--- src/rtl/mips_alu_pc_unit.sv ---
// mips_alu_pc_unit
// Execute-stage core of a single-cycle MIPS Harvard CPU. The block has three parts:
//   - the program-counter register (the only state in the block)
//   - the PC+4 and branch-target adders (combinational, wrap modulo 2^32)
//   - the main ALU, which decodes opcode/funct directly and produces the ALU
//     result, the branch-taken flag and the next HI/LO values
//     (combinational, zero latency)
// The HI/LO storage registers live outside this block.
//
// Optional feature: define ALU_MULDIV_EN to enable MULT/MULTU/DIV/DIVU.
// Without it, those four ops leave hi = lo = 0 and alu_result = 0.
//
// Ports:
//   clk            in   1   system clock, rising edge
//   reset          in   1   asynchronous, active-high; forces pc_out to RESET_VECTOR
//   clk_enable     in   1   PC update enable
//   pc_in          in  32   next PC (selected outside this block)
//   pc_out         out 32   current PC
//   pc_plus4       out 32   pc_out + 4
//   branch_target  out 32   pc_plus4 + (sign_extend(immediate) << 2)
//   opcode         in   6   instr[31:26]
//   functcode      in   6   instr[5:0]
//   shamt          in   5   instr[10:6]
//   rt_sel         in   5   instr[20:16], selects the REGIMM sub-op
//   immediate      in  16   instr[15:0]
//   rs_content     in  32   register rs value
//   rt_content     in  32   register rt value
//   hi_reg         in  32   current HI value (read by MFHI)
//   lo_reg         in  32   current LO value (read by MFLO)
//   alu_result     out 32   ALU result / memory address
//   sig_branch     out  1   conditional branch taken
//   hi             out 32   next HI value
//   lo             out 32   next LO value
module mips_alu_pc_unit #(
  parameter logic [31:0] RESET_VECTOR = 32'hBFC00000
) (
  input  logic        clk,
  input  logic        reset,
  input  logic        clk_enable,
  input  logic [31:0] pc_in,
  output logic [31:0] pc_out,
  output logic [31:0] pc_plus4,
  output logic [31:0] branch_target,
  input  logic [5:0]  opcode,
  input  logic [5:0]  functcode,
  input  logic [4:0]  shamt,
  input  logic [4:0]  rt_sel,
  input  logic [15:0] immediate,
  input  logic [31:0] rs_content,
  input  logic [31:0] rt_content,
  input  logic [31:0] hi_reg,
  input  logic [31:0] lo_reg,
  output logic [31:0] alu_result,
  output logic        sig_branch,
  output logic [31:0] hi,
  output logic [31:0] lo
);

  // Opcodes
  localparam logic [5:0] OP_RTYPE  = 6'h00;
  localparam logic [5:0] OP_REGIMM = 6'h01;
  localparam logic [5:0] OP_J      = 6'h02;
  localparam logic [5:0] OP_JAL    = 6'h03;
  localparam logic [5:0] OP_BEQ    = 6'h04;
  localparam logic [5:0] OP_BNE    = 6'h05;
  localparam logic [5:0] OP_BLEZ   = 6'h06;
  localparam logic [5:0] OP_BGTZ   = 6'h07;
  localparam logic [5:0] OP_ADDIU  = 6'h09;
  localparam logic [5:0] OP_SLTI   = 6'h0A;
  localparam logic [5:0] OP_SLTIU  = 6'h0B;
  localparam logic [5:0] OP_ANDI   = 6'h0C;
  localparam logic [5:0] OP_ORI    = 6'h0D;
  localparam logic [5:0] OP_XORI   = 6'h0E;
  localparam logic [5:0] OP_LUI    = 6'h0F;
  localparam logic [5:0] OP_LB     = 6'h20;
  localparam logic [5:0] OP_LH     = 6'h21;
  localparam logic [5:0] OP_LWL    = 6'h22;
  localparam logic [5:0] OP_LW     = 6'h23;
  localparam logic [5:0] OP_LBU    = 6'h24;
  localparam logic [5:0] OP_LHU    = 6'h25;
  localparam logic [5:0] OP_LWR    = 6'h26;
  localparam logic [5:0] OP_SB     = 6'h28;
  localparam logic [5:0] OP_SH     = 6'h29;
  localparam logic [5:0] OP_SW     = 6'h2B;

  // R-type funct codes
  localparam logic [5:0] FN_SLL   = 6'h00;
  localparam logic [5:0] FN_SRL   = 6'h02;
  localparam logic [5:0] FN_SRA   = 6'h03;
  localparam logic [5:0] FN_SLLV  = 6'h04;
  localparam logic [5:0] FN_SRLV  = 6'h06;
  localparam logic [5:0] FN_SRAV  = 6'h07;
  localparam logic [5:0] FN_JR    = 6'h08;
  localparam logic [5:0] FN_JALR  = 6'h09;
  localparam logic [5:0] FN_MFHI  = 6'h10;
  localparam logic [5:0] FN_MTHI  = 6'h11;
  localparam logic [5:0] FN_MFLO  = 6'h12;
  localparam logic [5:0] FN_MTLO  = 6'h13;
  localparam logic [5:0] FN_MULT  = 6'h18;
  localparam logic [5:0] FN_MULTU = 6'h19;
  localparam logic [5:0] FN_DIV   = 6'h1A;
  localparam logic [5:0] FN_DIVU  = 6'h1B;
  localparam logic [5:0] FN_ADDU  = 6'h21;
  localparam logic [5:0] FN_SUBU  = 6'h23;
  localparam logic [5:0] FN_AND   = 6'h24;
  localparam logic [5:0] FN_OR    = 6'h25;
  localparam logic [5:0] FN_XOR   = 6'h26;
  localparam logic [5:0] FN_NOR   = 6'h27;
  localparam logic [5:0] FN_SLT   = 6'h2A;
  localparam logic [5:0] FN_SLTU  = 6'h2B;

  // REGIMM sub-ops (rt field)
  localparam logic [4:0] RI_BLTZ   = 5'h00;
  localparam logic [4:0] RI_BGEZ   = 5'h01;
  localparam logic [4:0] RI_BLTZAL = 5'h10;
  localparam logic [4:0] RI_BGEZAL = 5'h11;

  // Operand views
  logic        [31:0] imm_sext;
  logic        [31:0] imm_zext;
  logic signed [31:0] rs_s;
  logic signed [31:0] rt_s;
  logic signed [31:0] imm_s;

  assign imm_sext = {{16{immediate[15]}}, immediate};
  assign imm_zext = {16'h0000, immediate};
  assign rs_s     = rs_content;
  assign rt_s     = rt_content;
  assign imm_s    = imm_sext;

  // PC register
  always_ff @(posedge clk or posedge reset) begin
    if (reset) begin
      pc_out <= RESET_VECTOR;
    end else if (clk_enable) begin
      pc_out <= pc_in;
    end
  end

  // Address adders
  assign pc_plus4      = pc_out + 32'd4;
  assign branch_target = pc_plus4 + {imm_sext[29:0], 2'b00};

  // Sign-preserving right shift by a 5-bit amount.
  function automatic logic [31:0] shift_ra(input logic [31:0] val, input logic [4:0] amt);
    logic signed [31:0] v;
    v = val;
    return v >>> amt;
  endfunction

`ifdef ALU_MULDIV_EN
  // Signed division on magnitudes so -2^31 / -1 wraps instead of trapping.
  // The quotient truncates toward zero and the remainder takes the sign of
  // the dividend. A zero divisor yields zero for both.
  // Returns {remainder, quotient}.
  function automatic logic [63:0] div_signed(input logic [31:0] a, input logic [31:0] b);
    logic [31:0] a_mag;
    logic [31:0] b_mag;
    logic [31:0] q_mag;
    logic [31:0] r_mag;
    logic [31:0] q;
    logic [31:0] r;
    a_mag = a[31] ? (32'd0 - a) : a;
    b_mag = b[31] ? (32'd0 - b) : b;
    q_mag = 32'd0;
    r_mag = 32'd0;
    if (b != 32'd0) begin
      q_mag = a_mag / b_mag;
      r_mag = a_mag % b_mag;
    end
    q = (a[31] ^ b[31]) ? (32'd0 - q_mag) : q_mag;
    r = a[31] ? (32'd0 - r_mag) : r_mag;
    return {r, q};
  endfunction

  // Unsigned division; a zero divisor yields zero for both halves.
  // Returns {remainder, quotient}.
  function automatic logic [63:0] div_unsigned(input logic [31:0] a, input logic [31:0] b);
    logic [63:0] res;
    res = 64'd0;
    if (b != 32'd0) begin
      res = {a % b, a / b};
    end
    return res;
  endfunction

  logic signed [63:0] prod_s;
  logic        [63:0] prod_u;
  logic        [63:0] div_s;
  logic        [63:0] div_u;

  assign prod_s = rs_s * rt_s;
  assign prod_u = {32'd0, rs_content} * {32'd0, rt_content};
  assign div_s  = div_signed(rs_content, rt_content);
  assign div_u  = div_unsigned(rs_content, rt_content);
`endif

  // Main ALU: every output starts at zero; unrecognised encodings keep it.
  always_comb begin
    alu_result = 32'd0;
    sig_branch = 1'b0;
    hi         = 32'd0;
    lo         = 32'd0;

    case (opcode)
      OP_RTYPE: begin
        case (functcode)
          FN_SLL:  alu_result = rt_content << shamt;
          FN_SRL:  alu_result = rt_content >> shamt;
          FN_SRA:  alu_result = shift_ra(rt_content, shamt);
          FN_SLLV: alu_result = rt_content << rs_content[4:0];
          FN_SRLV: alu_result = rt_content >> rs_content[4:0];
          FN_SRAV: alu_result = shift_ra(rt_content, rs_content[4:0]);
          FN_ADDU: alu_result = rs_content + rt_content;
          FN_SUBU: alu_result = rs_content - rt_content;
          FN_AND:  alu_result = rs_content & rt_content;
          FN_OR:   alu_result = rs_content | rt_content;
          FN_XOR:  alu_result = rs_content ^ rt_content;
          FN_NOR:  alu_result = ~(rs_content | rt_content);
          FN_SLT:  alu_result = {31'd0, rs_s < rt_s};
          FN_SLTU: alu_result = {31'd0, rs_content < rt_content};
          // The jump target is selected outside this block.
          FN_JR, FN_JALR: alu_result = 32'd0;
          FN_MFHI: alu_result = hi_reg;
          FN_MFLO: alu_result = lo_reg;
          FN_MTHI: hi = rs_content;
          FN_MTLO: lo = rs_content;
`ifdef ALU_MULDIV_EN
          FN_MULT:  {hi, lo} = prod_s;
          FN_MULTU: {hi, lo} = prod_u;
          FN_DIV:   {hi, lo} = div_s;
          FN_DIVU:  {hi, lo} = div_u;
`else
          // Multiply/divide not built: the outputs keep their zero defaults.
          FN_MULT, FN_MULTU, FN_DIV, FN_DIVU: begin
            hi = 32'd0;
            lo = 32'd0;
          end
`endif
          default: alu_result = 32'd0;
        endcase
      end

      OP_ADDIU: alu_result = rs_content + imm_sext;
      OP_SLTI:  alu_result = {31'd0, rs_s < imm_s};
      OP_SLTIU: alu_result = {31'd0, rs_content < imm_sext};
      OP_ANDI:  alu_result = rs_content & imm_zext;
      OP_ORI:   alu_result = rs_content | imm_zext;
      OP_XORI:  alu_result = rs_content ^ imm_zext;
      OP_LUI:   alu_result = {immediate, 16'h0000};

      OP_LB, OP_LH, OP_LWL, OP_LW, OP_LBU, OP_LHU, OP_LWR,
      OP_SB, OP_SH, OP_SW:
        alu_result = rs_content + imm_sext;

      OP_BEQ:  sig_branch = (rs_content == rt_content);
      OP_BNE:  sig_branch = (rs_content != rt_content);
      OP_BLEZ: sig_branch = (rs_s <= 32'sd0);
      OP_BGTZ: sig_branch = (rs_s > 32'sd0);

      OP_REGIMM: begin
        case (rt_sel)
          RI_BLTZ, RI_BLTZAL: sig_branch = (rs_s < 32'sd0);
          RI_BGEZ, RI_BGEZAL: sig_branch = (rs_s >= 32'sd0);
          default:            sig_branch = 1'b0;
        endcase
      end

      // The jump target is formed outside this block.
      OP_J, OP_JAL: alu_result = 32'd0;

      default: alu_result = 32'd0;
    endcase
  end

endmodule

--- config.mk ---
export PLATFORM = sky130hd
export DESIGN_NAME = mips_alu_pc_unit
export DESIGN_NICKNAME = d
export VERILOG_FILES = /design/src/rtl/mips_alu_pc_unit.sv
export SDC_FILE = /design/constraint.sdc
export NUM_CORES = 1
export LEC_CHECK = 0
export CAP_MARGIN = 5
export CORE_ASPECT_RATIO = 2
export CORE_MARGIN = 2
export CORE_UTILIZATION = 35
export CTS_BUF_LIST = sky130_fd_sc_hd__clkbuf_8
export DETAILED_ROUTE_END_ITERATION = 16
export GPL_TIMING_DRIVEN = 0
export SETUP_SLACK_MARGIN = 0.5
export SYNTH_ARGS = -nofsm -noshare
export SYNTH_HDL_FRONTEND = slang
export SYNTH_SLANG_ARGS = --single-unit
export TNS_END_PERCENT = 5
--- constraint.sdc ---
create_clock -name clk -period 5.35 [get_ports clk]
set_input_delay 1.07 -clock clk [delete_from_list [all_inputs] [get_ports clk]]
set_output_delay 1.07 -clock clk [all_outputs]
set_load 0.1 [all_outputs]
==> implementation parameters, run 1 <==
Parameter                              Value

Synth
  Primary FF master, synth    sky130_fd_sc_hd__dfrtp_1
  Synth Area in Simple Gates    0.2095
  Post-synthesis xor/xnor area fraction    0.05646
  Mapped Avg Cell Area    6.985 um2
  Number of library cell types mapped by synthesis    between 90 and 100
  Fraction of post-synthesis cell area in the top cell type by area    0.1398
  Post-Synthesis Net Count    3078
  Area fraction in compound gates after synthesis    0.3304
  Warning count from the yosys run    0
  Library cell with the largest summed area after synthesis    sky130_fd_sc_hd__ha_1
  Synth Register Bits    32
  Mapped Cells    roughly 2700
  Largest cells by area after synthesis    sky130_fd_sc_hd__ha_1 (14%), sky130_fd_sc_hd__mux2i_1 (8.8%), sky130_fd_sc_hd__a21oi_1 (6.6%), sky130_fd_sc_hd__xnor2_1 (4.7%), sky130_fd_sc_hd__o21ai_0 (4.3%)
  Sequential-to-total area share from yosys stat    0.04362
  Share of synthesized area spent on multiplexers    0.1394
  Cell area after synthesis    approximately 19000 um2
  Number of enable-type register cells in the synthesized netlist    0
  Adder-cell share of the synthesized area    0.1441
  Ys async rst share    1.000
  Largest family of logic cells by synthesized area    compound AO/OA/AOI/OAI gates

Global route
  First-pass GRT wire length    281.1 mm
  Vias in the first global route    33230
  Maximum number of pins on one net before global-route repair    33
  Total global-route track usage    0.6911
  Overflow left after global routing    272

Clocking
  Maximum clock path buffer count    2
  Root buffer cell    sky130_fd_sc_hd__clkbuf_8
  CTS buffer count    5
  Number of clock sinks    32
  H-tree depth reported by CTS    2

Floorplanning
  Die outline width    167.1 um
  Count of standard-cell rows    119
  Number of top-level pins    394
  Vertical die dimension    about 330 um
  Initial Util    0.3542

Place
  DP HPWL    131.6 mm
  Number of buffers inserted by port buffering    387
  GP Congestion    1.195

Run status
  Failing step    5_1_grt
  Run status    did not finish
  First error message    [ERROR GRT-0116] Global routing finished with congestion. Check the congestion regions in the DRC Viewer.
## per-stage QoR
stage / setup slack, ns / TNS [ns] / cells / instance area [um2]
after floorplan: -0.3726 / -8.060 / 2665 / 20290
after global placement: -4.005 / -196.11 / 3717 / 24990
after detailed placement: -3.765 / -190.56 / 3721 / 25050
after CTS: -0.6674 / -32.20 / 3814 / 27960
## routing by layer
metal / track usage / GRT overflow
met1: 0.6632 / 2
met2: 0.9310 / 125
met3: 0.4303 / 5
met4: 0.7875 / 139
met5: 0.1365 / 1
## cells in the mapped netlist, types with 22 or more instances
cell,number
sky130_fd_sc_hd__a21o_1,49
sky130_fd_sc_hd__a211oi_1,50
sky130_fd_sc_hd__buf_2,34
sky130_fd_sc_hd__dfrtp_1,23
sky130_fd_sc_hd__nor3_1,75
sky130_fd_sc_hd__o31ai_1,22
sky130_fd_sc_hd__nand3_1,67
sky130_fd_sc_hd__o21ai_0,161
sky130_fd_sc_hd__nand2_1,213
sky130_fd_sc_hd__a31oi_1,28
sky130_fd_sc_hd__a222oi_1,29
sky130_fd_sc_hd__nor2_1,188
sky130_fd_sc_hd__a21oi_1,245
sky130_fd_sc_hd__inv_1,136
sky130_fd_sc_hd__nor4_1,95
sky130_fd_sc_hd__ha_1,208
sky130_fd_sc_hd__mux2i_1,164
sky130_fd_sc_hd__and3_1,25
sky130_fd_sc_hd__nand4_1,29
sky130_fd_sc_hd__o22ai_1,37
sky130_fd_sc_hd__buf_1,25
sky130_fd_sc_hd__o21bai_1,24
sky130_fd_sc_hd__o211ai_1,40
sky130_fd_sc_hd__nand2b_1,24
sky130_fd_sc_hd__nor2b_1,23
sky130_fd_sc_hd__clkbuf_1,142
sky130_fd_sc_hd__a22oi_1,58
sky130_fd_sc_hd__mux2_2,38
sky130_fd_sc_hd__xnor2_1,100
## logic make-up after synthesis
kind of cell | count (synthesis)
AOI/OAI and AO/OA | 921
muxes | 227
and+or+nand+nor | 801
buffers and inverters | 352
xor gates and xnor gates | 120
DFF | 32
adders and majority gates | 212
## repair_timing
action	in CTS
setup endpoints to repair	128
gates cloned	1
hold buffers	0
buffers inserted	84
resized for setup	1181
pin swaps	55
==> run 2: changes to the inputs <==
- CORE_ASPECT_RATIO: 2 -> default
- CORE_UTILIZATION: 35 -> 20
- CTS_BUF_LIST: sky130_fd_sc_hd__clkbuf_8 -> default
- PLACE_DENSITY_LB_ADDON: default -> 0.15
- SETUP_SLACK_MARGIN: 0.5 -> default
- clock period: 5.35 -> 7 ns (I/O delays scaled with it)
==> run 2 against run 1 <==
The flow now finishes, with violations (setup timing). Synthesized cell count did not move. Area after synthesis did not move.
==> implementation parameters, run 2 <==
Parameter                              Value

Clocking
  CTS buffer count    5
  Root buffer cell    sky130_fd_sc_hd__clkbuf_16
  H-tree depth reported by CTS    2
  CTS tree    built
  Clock-pin transition on the worst setup and hold timing paths    0.05 ns
  Number of clock sinks    32
  Maximum clock path buffer count    2
  Latest clock arrival within the worst-skew pair    0.28 ns
  CTS Hold Buffers Added    0

Floorplanning
  Die Area    95530 um2
  Initial Util    0.2025
  Count of standard-cell rows    111
  Vertical die dimension    309.1 um
  Core Box Area    a little over 90000 um2
  Number of top-level pins    394
  Die outline width    309.1 um

Global route
  Number of antenna violations at the first check in global routing    10
  Total global-route track usage    0.3008
  Busiest layer in global routing    met2
  Overflow left after global routing    0
  First-pass GRT wire length    202.3 mm
  Maximum number of pins on one net before global-route repair    33
  GR Util met1    0.3969
  Met2 Track Usage GR    0.4791
  Vias in the first global route    24150
  Met3 track demand over resource in global routing    0.06022

Timing
  Worst Clk Skew    0 ns
  Count of endpoints failing setup in the final report    17
  Sum of negative setup slack    -1.119 ns
  Final hold violations    0
  Slew headroom    0.1618
  Period minus WS final    approximately 7.1 ns
  Max frequency    between 100 and 150 MHz
  Actual transition at the worst max-transition pin    1.246 ns
  PnR worst setup slack    -0.1444 ns
  RSZ-0062 raised after global routing    yes
  Final period utilization    1.021
  Final Slew Violations    0

Worst setup path
  Crit end category    output pin
  Startpoint Class    input pin
  Worst endpoint required time    5.60 ns
  Signal arrival time at the worst endpoint    5.74 ns
  Critical Setup Path Class    in -> out
  Maximum fanout along the worst path    10

Detailed routing
  Antenna viol nets, final    0
  Detailed-route vias per instance    around 5.8
  Drt pass-1 iters    8
  Average routed wire per standard cell    between 30 and 40 um
  Wire length reported by the detailed router    150.4 mm
  DRC    0
  DRC violation total after the first TritonRoute iteration    2838
  Total number of vias    25250

Final layout
  Layout net count    roughly 3500
  Register ranked first by flip-flop count    pc_out
  Most common cell after layout, fill and taps aside    sky130_fd_sc_hd__clkdlybuf4s50_1
  Number of flip-flops in the largest register    32
  Commonest cells after routing, fill and taps aside    sky130_fd_sc_hd__clkdlybuf4s50_1 (293), sky130_fd_sc_hd__a21oi_1 (228), sky130_fd_sc_hd__nand2_1 (209)
  Share of layout cells above drive strength 1    0.1768
  Largest registers    pc_out: 32 flops
  Layout overhead on the synthesized area    40.90%

Run
  Max Cap Viol    0

Synth
  Primary FF master, synth    sky130_fd_sc_hd__dfrtp_1
  Top cells by instance count after synthesis    sky130_fd_sc_hd__a21oi_1 (245), sky130_fd_sc_hd__nand2_1 (213), sky130_fd_sc_hd__ha_1 (208), sky130_fd_sc_hd__nor2_1 (188), sky130_fd_sc_hd__mux2i_1 (164)
  Mapped Cells    2665
  Warning count from the yosys run    0
  Library cell with the largest summed area after synthesis    sky130_fd_sc_hd__ha_1
  Number of library cell types mapped by synthesis    98
  Post-Synthesis Net Count    a little over 3000
  Fraction of post-synthesis cell area in the top cell type by area    0.1398
  Ys async rst share    1.000
  Cell area after synthesis    between 15000 and 20000 um2
  Cell with the most instances after synthesis    sky130_fd_sc_hd__a21oi_1
  Number of enable-type register cells in the synthesized netlist    0
  Synth Register Bits    32
  Mapped Avg Cell Area    6.985 um2
  Sequential-to-total area share from yosys stat    0.04362
  Largest cells by area after synthesis    sky130_fd_sc_hd__ha_1 (14%), sky130_fd_sc_hd__mux2i_1 (8.8%), sky130_fd_sc_hd__a21oi_1 (6.6%), sky130_fd_sc_hd__xnor2_1 (4.7%), sky130_fd_sc_hd__o21ai_0 (4.3%)

Place
  DP HPWL    124.7 mm
  Number of buffers inserted by port buffering    387
  GP Congestion    1.039

Power and ir drop
  Overall power of the completed layout    0.003622 W
  Leakage    10.28 nW
  Peak VDD IR    256.8 uV
  Pwr per Cell Area    138.1 nW/um2

Run status
  Run status    complete, but fails checks
  Violated checks    setup timing

Min path
  Hold Crit Class    reg -> reg
## run 2: cell counts after synthesis
No cell type changed its count.
## run 2: stage by stage
step | hold slack (ns) | util | setup slack (ns) | instances | instance area [um2]
2_1_floorplan | 0.8628 | - | -0.5919 | 2665 | 18830
3_3_place_gp | 0.5631 | 0.2639 | -3.439 | 4295 | 24260
3_5_place_dp | 0.5686 | 0.2645 | -2.864 | 4298 | 24310
4_1_cts | 0.5801 | 0.2802 | -0.2058 | 4331 | 25770
5_1_grt | 0.5979 | 0.2853 | -0.1362 | 4350 | 26230
6_report | 0.5786 | 0.2853 | -0.1444 | 4350 | 26230
## run 2: final timing paths
kind | start | to | slack [ns] | cells past startpoint
setup / recovery | functcode[2] | alu_result[0] | -0.14 | 15
hold / removal | pc_out[0] | pc_out[0] | 0.58 | 1
setup reg to reg | pc_out[8] | pc_out[8] | 6.11 | 1
hold reg to reg | pc_out[0] | pc_out[0] | 0.58 | 1
max in group asynchronous | reset | pc_out[24] | 4.85 | 3
min in group asynchronous | reset | pc_out[8] | 1.53 | 2
## run 2: layout make-up
type,count,area [um2]
repair buffers,443,4259
inverters,139,580.6
diodes,1,2.502
fillers,10300,65710
well taps,1243,1555
flip-flops and latches,32,812.0
multi-input cells,2281,17750
clock inverters,2,35.03
clock buffers,6,128.9
plain buffers,203,1105
## run 2: worst max-delay path, stage by stage
cell and delay, ns:
sky130_fd_sc_hd__clkdlybuf4s50_1 0.47, sky130_fd_sc_hd__or4b_1 0.48, sky130_fd_sc_hd__buf_4 0.23, sky130_fd_sc_hd__buf_2 0.24
sky130_fd_sc_hd__nor3_2 0.23, sky130_fd_sc_hd__a21o_2 0.23, sky130_fd_sc_hd__buf_4 0.25, sky130_fd_sc_hd__buf_2 0.30
sky130_fd_sc_hd__nand2_1 0.10, sky130_fd_sc_hd__a31oi_2 0.40, sky130_fd_sc_hd__o22ai_1 0.24, sky130_fd_sc_hd__nor2_1 0.36
sky130_fd_sc_hd__a31o_1 0.26, sky130_fd_sc_hd__nand4_1 0.26, sky130_fd_sc_hd__buf_12 0.26
## run 2: logic make-up (layout without fill, tap and decap cells)
family                   count (synthesis)  in the layout  synth area share
XOR/XNOR                               120            120           0.05646
buffers and inverters                  352            793           0.07649
flip-flops                              32             32           0.04362
AO/OA/AOI/OAI                          921            921            0.3304
multiplexers                           227            227            0.1394
adder cells (fa/ha/maj)                212            212            0.1441
other                                    0              1                 0
AND/OR/NAND/NOR                        801            801            0.2095
## run 2: timing repair
item	CTS	global route
endpoints found under the setup margin	48	45
pin swaps	15	16
buffers inserted	32	21
gates resized for setup	608	170
## run 2: layer usage
| metal | routed length (um) | up-vias |
|---|---|---|
| li1 | - | 10990 |
| met1 | 62780 | 12590 |
| met2 | 66800 | 1391 |
| met3 | 13590 | 265 |
| met4 | 7161 | 8 |
| met5 | 50 | - |
## run 2: power by group
part / total [W] / switching, W / internal, W
clock network: 0.000253 / 0.0000860 / 0.000167
registers: 0.000242 / 0.0000340 / 0.000208
logic: 0.00313 / 0.00225 / 0.000881
total: 0.00362 / 0.00237 / 0.00126
(Power assumes the default switching activity.)
==> run 3: changes to the inputs <==
- CORE_MARGIN: 2 -> default
- SETUP_SLACK_MARGIN: default -> 0.2
==> run 3 against run 2 <==
The flow still finishes with violations (setup timing). Clock skew did not move. Register-to-register slack got worse by 0.03 ns. Die area down 1.3%. Fmax is 0.63% higher. Cell area increased by 3.5%. First-iteration DRC count rose by 14%. Sequential power grew 2%. Flip-flop and latch count unchanged. Final cell count rose by 0.69%. Utilization is 1.0 points higher. Worst hold slack got worse by 0.00089 ns. Critical endpoint is now alu_result[31]. Highest routed layer unchanged.
==> implementation parameters, run 3 (same netlist as run 2, synthesis figures left out) <==
Parameter                              Value

Run status
  Run status    complete, but fails checks
  Violated checks    setup timing

Final layout
  Layout net count    3548
  Core occupancy in the finished layout    0.2954
  Register ranked first by flip-flop count    pc_out
  Most common cell after layout, fill and taps aside    sky130_fd_sc_hd__clkdlybuf4s50_1
  Layout overhead on the synthesized area    45.89%
  Count of non-filler cells in the finished layout    4380
  Commonest cells after routing, fill and taps aside    sky130_fd_sc_hd__clkdlybuf4s50_1 (255), sky130_fd_sc_hd__a21oi_1 (222), sky130_fd_sc_hd__nand2_1 (207)
  Share of layout cells above drive strength 1    0.2079
  Largest registers    pc_out: 32 flops
  Number of flip-flops in the largest register    32

Power and ir drop
  Switching power total    0.002389 W
  Pwr per Cell Area    135.0 nW/um2
  Leakage    11.13 nW
  Net switching fraction of the power    0.6514
  Share of power burned in the clock network    0.061
  Combinational power share    0.872
  Peak VDD IR    around 160 uV
  Internal power of the cells    0.001278 W
  Relative contribution of sequential cells to total power    0.067

Worst setup path
  Peak per-stage delay on the critical path    roughly 0.52 ns
  Startpoint Class    input pin
  Slowest CP cell    sky130_fd_sc_hd__clkdlybuf4s50_1
  Crit end category    output pin
  Dominant cell type by count on the critical path    sky130_fd_sc_hd__inv_1
  Worst endpoint required time    5.60 ns
  Critical Setup Path Class    in -> out
  Cells traversed along the worst timing path    clkdlybuf4s50_1 -> clkbuf_2 -> inv_1 -> ha_1 -> clkbuf_1 -> inv_1 -> nor3_1 -> nand3_1 -> o21ai_0 -> or4_1 -> a31oi_2 -> a2111o_1 -> buf_6
  Count of buffer and inverter cells on the critical path    6
  Crit-path leading delay family    buffers and inverters
  Maximum fanout along the worst path    10
  Signal arrival time at the worst endpoint    between 5 and 6 ns

Clocking
  H-tree depth reported by CTS    2
  CTS buffer count    5
  CTS tree    built
  Maximum clock path buffer count    2
  Latest clock arrival within the worst-skew pair    0.28 ns
  Clock-pin transition on the worst setup and hold timing paths    roughly 0.060 ns
  Number of clock sinks    32
  Root buffer cell    sky130_fd_sc_hd__clkbuf_16

Floorplanning
  Number of top-level pins    between 300 and 400
  Vertical die dimension    roughly 310 um
  Die outline width    around 300 um
  Initial Util    0.2025
  Core Box Area    91940 um2
  Die Area    about 94000 um2
  Count of standard-cell rows    111

Detailed routing
  Drt pass-1 iters    8
  Antenna viol nets, final    0
  Average routed wire per standard cell    33.78 um
  DRC violation total after the first TritonRoute iteration    ~3200
  Total number of vias    25600
  Detailed-route vias per instance    5.844
  DRC    0
  Wire length reported by the detailed router    around 150 mm

Timing
  RSZ-0062 raised after global routing    yes
  Final hold violations    0
  Period minus WS final    7.100 ns
  Final Slew Violations    0
  PnR worst setup slack    -0.1000 ns
  Slew headroom    0.06008
  Max frequency    140.8 MHz
  Final period utilization    1.014
  Count of endpoints failing setup in the final report    5
  Worst Clk Skew    0 ns
  Actual transition at the worst max-transition pin    1.410 ns

Global route
  First-pass GRT wire length    199.4 mm
  Total global-route track usage    0.2992
  Overflow left after global routing    0
  Number of antenna violations at the first check in global routing    12
  Vias in the first global route    between 20000 and 25000
  Maximum number of pins on one net before global-route repair    33

Place
  Placed cell count    4296
  GP Congestion    1.066
  DP HPWL    around 120 mm
  Number of buffers inserted by port buffering    387

Min path
  Hold Crit Class    reg -> reg

Run
  Max Cap Viol    0
==> run 3: metrics by stage <==
stage	hold WS [ns]	TNS, ns	setup WS [ns]	total power, W	cell area (um2)
5_1_grt	0.6080	-0.1110	-0.02750	0.003785	27160
6_report	0.5777	-0.2167	-0.1000	0.003667	27160
4_1_cts	0.5774	-0.07968	-0.05430	0.003528	26100
3_5_place_dp	0.5641	-73.53	-2.837	0.003170	24450
3_3_place_gp	0.5615	-92.89	-3.505	0.003198	24430
2_1_floorplan	0.8628	-2.044	-0.4384	0.002160	19000
==> run 3: cell type report <==
class / count / area (um2)
diodes: 1 / 2.502
plain buffers: 212 / 1239
inverters: 139 / 615.6
clock inverters: 2 / 10.01
multi-input cells: 2281 / 18190
well taps: 1243 / 1555
flip-flops and latches: 32 / 812.0
clock buffers: 6 / 138.9
repair buffers: 464 / 4593
fillers: 10270 / 64780
==> run 3: per-layer routing <==
metal | track usage | wire (um) | vias up
li1 | - | - | 11060
met1 | 0.4001 | 61930 | 12710
met2 | 0.4657 | 64290 | 1503
met3 | 0.05837 | 13860 | 318
met4 | 0.1263 | 7799 | 8
met5 | 0 | 58 | -
==> run 3: worst paths after layout <==
check | startpoint | end | slack [ns] | depth (start not counted)
hold reg to reg | pc_out[0] | pc_out[0] | 0.58 | 1
setup / recovery | rt_content[28] | alu_result[31] | -0.10 | 13
hold / removal | pc_out[0] | pc_out[0] | 0.58 | 1
max in group asynchronous | reset | pc_out[31] | 4.81 | 3
min in group asynchronous | reset | pc_out[20] | 1.57 | 2
setup reg to reg | pc_out[16] | pc_out[16] | 6.08 | 1
==> run 3: repair_timing <==
action,in CTS,in global routing
setup buffers,42,33
resized for setup,695,269
setup endpoints to repair,49,96
pin swaps,32,43
hold endpoints to repair,0,0
hold buffers,0,0
cloned,0,1
==> run 3: power by group through the flow <==
stage,sequential (W),clock [W],combinational (W)
2_1_floorplan,0.000379,0,0.00178
3_3_place_gp,0.000249,0,0.00295
3_5_place_dp,0.000249,0,0.00292
4_1_cts,0.000246,0.000231,0.00305
5_1_grt,0.000250,0.000239,0.00330
6_report,0.000246,0.000225,0.00320
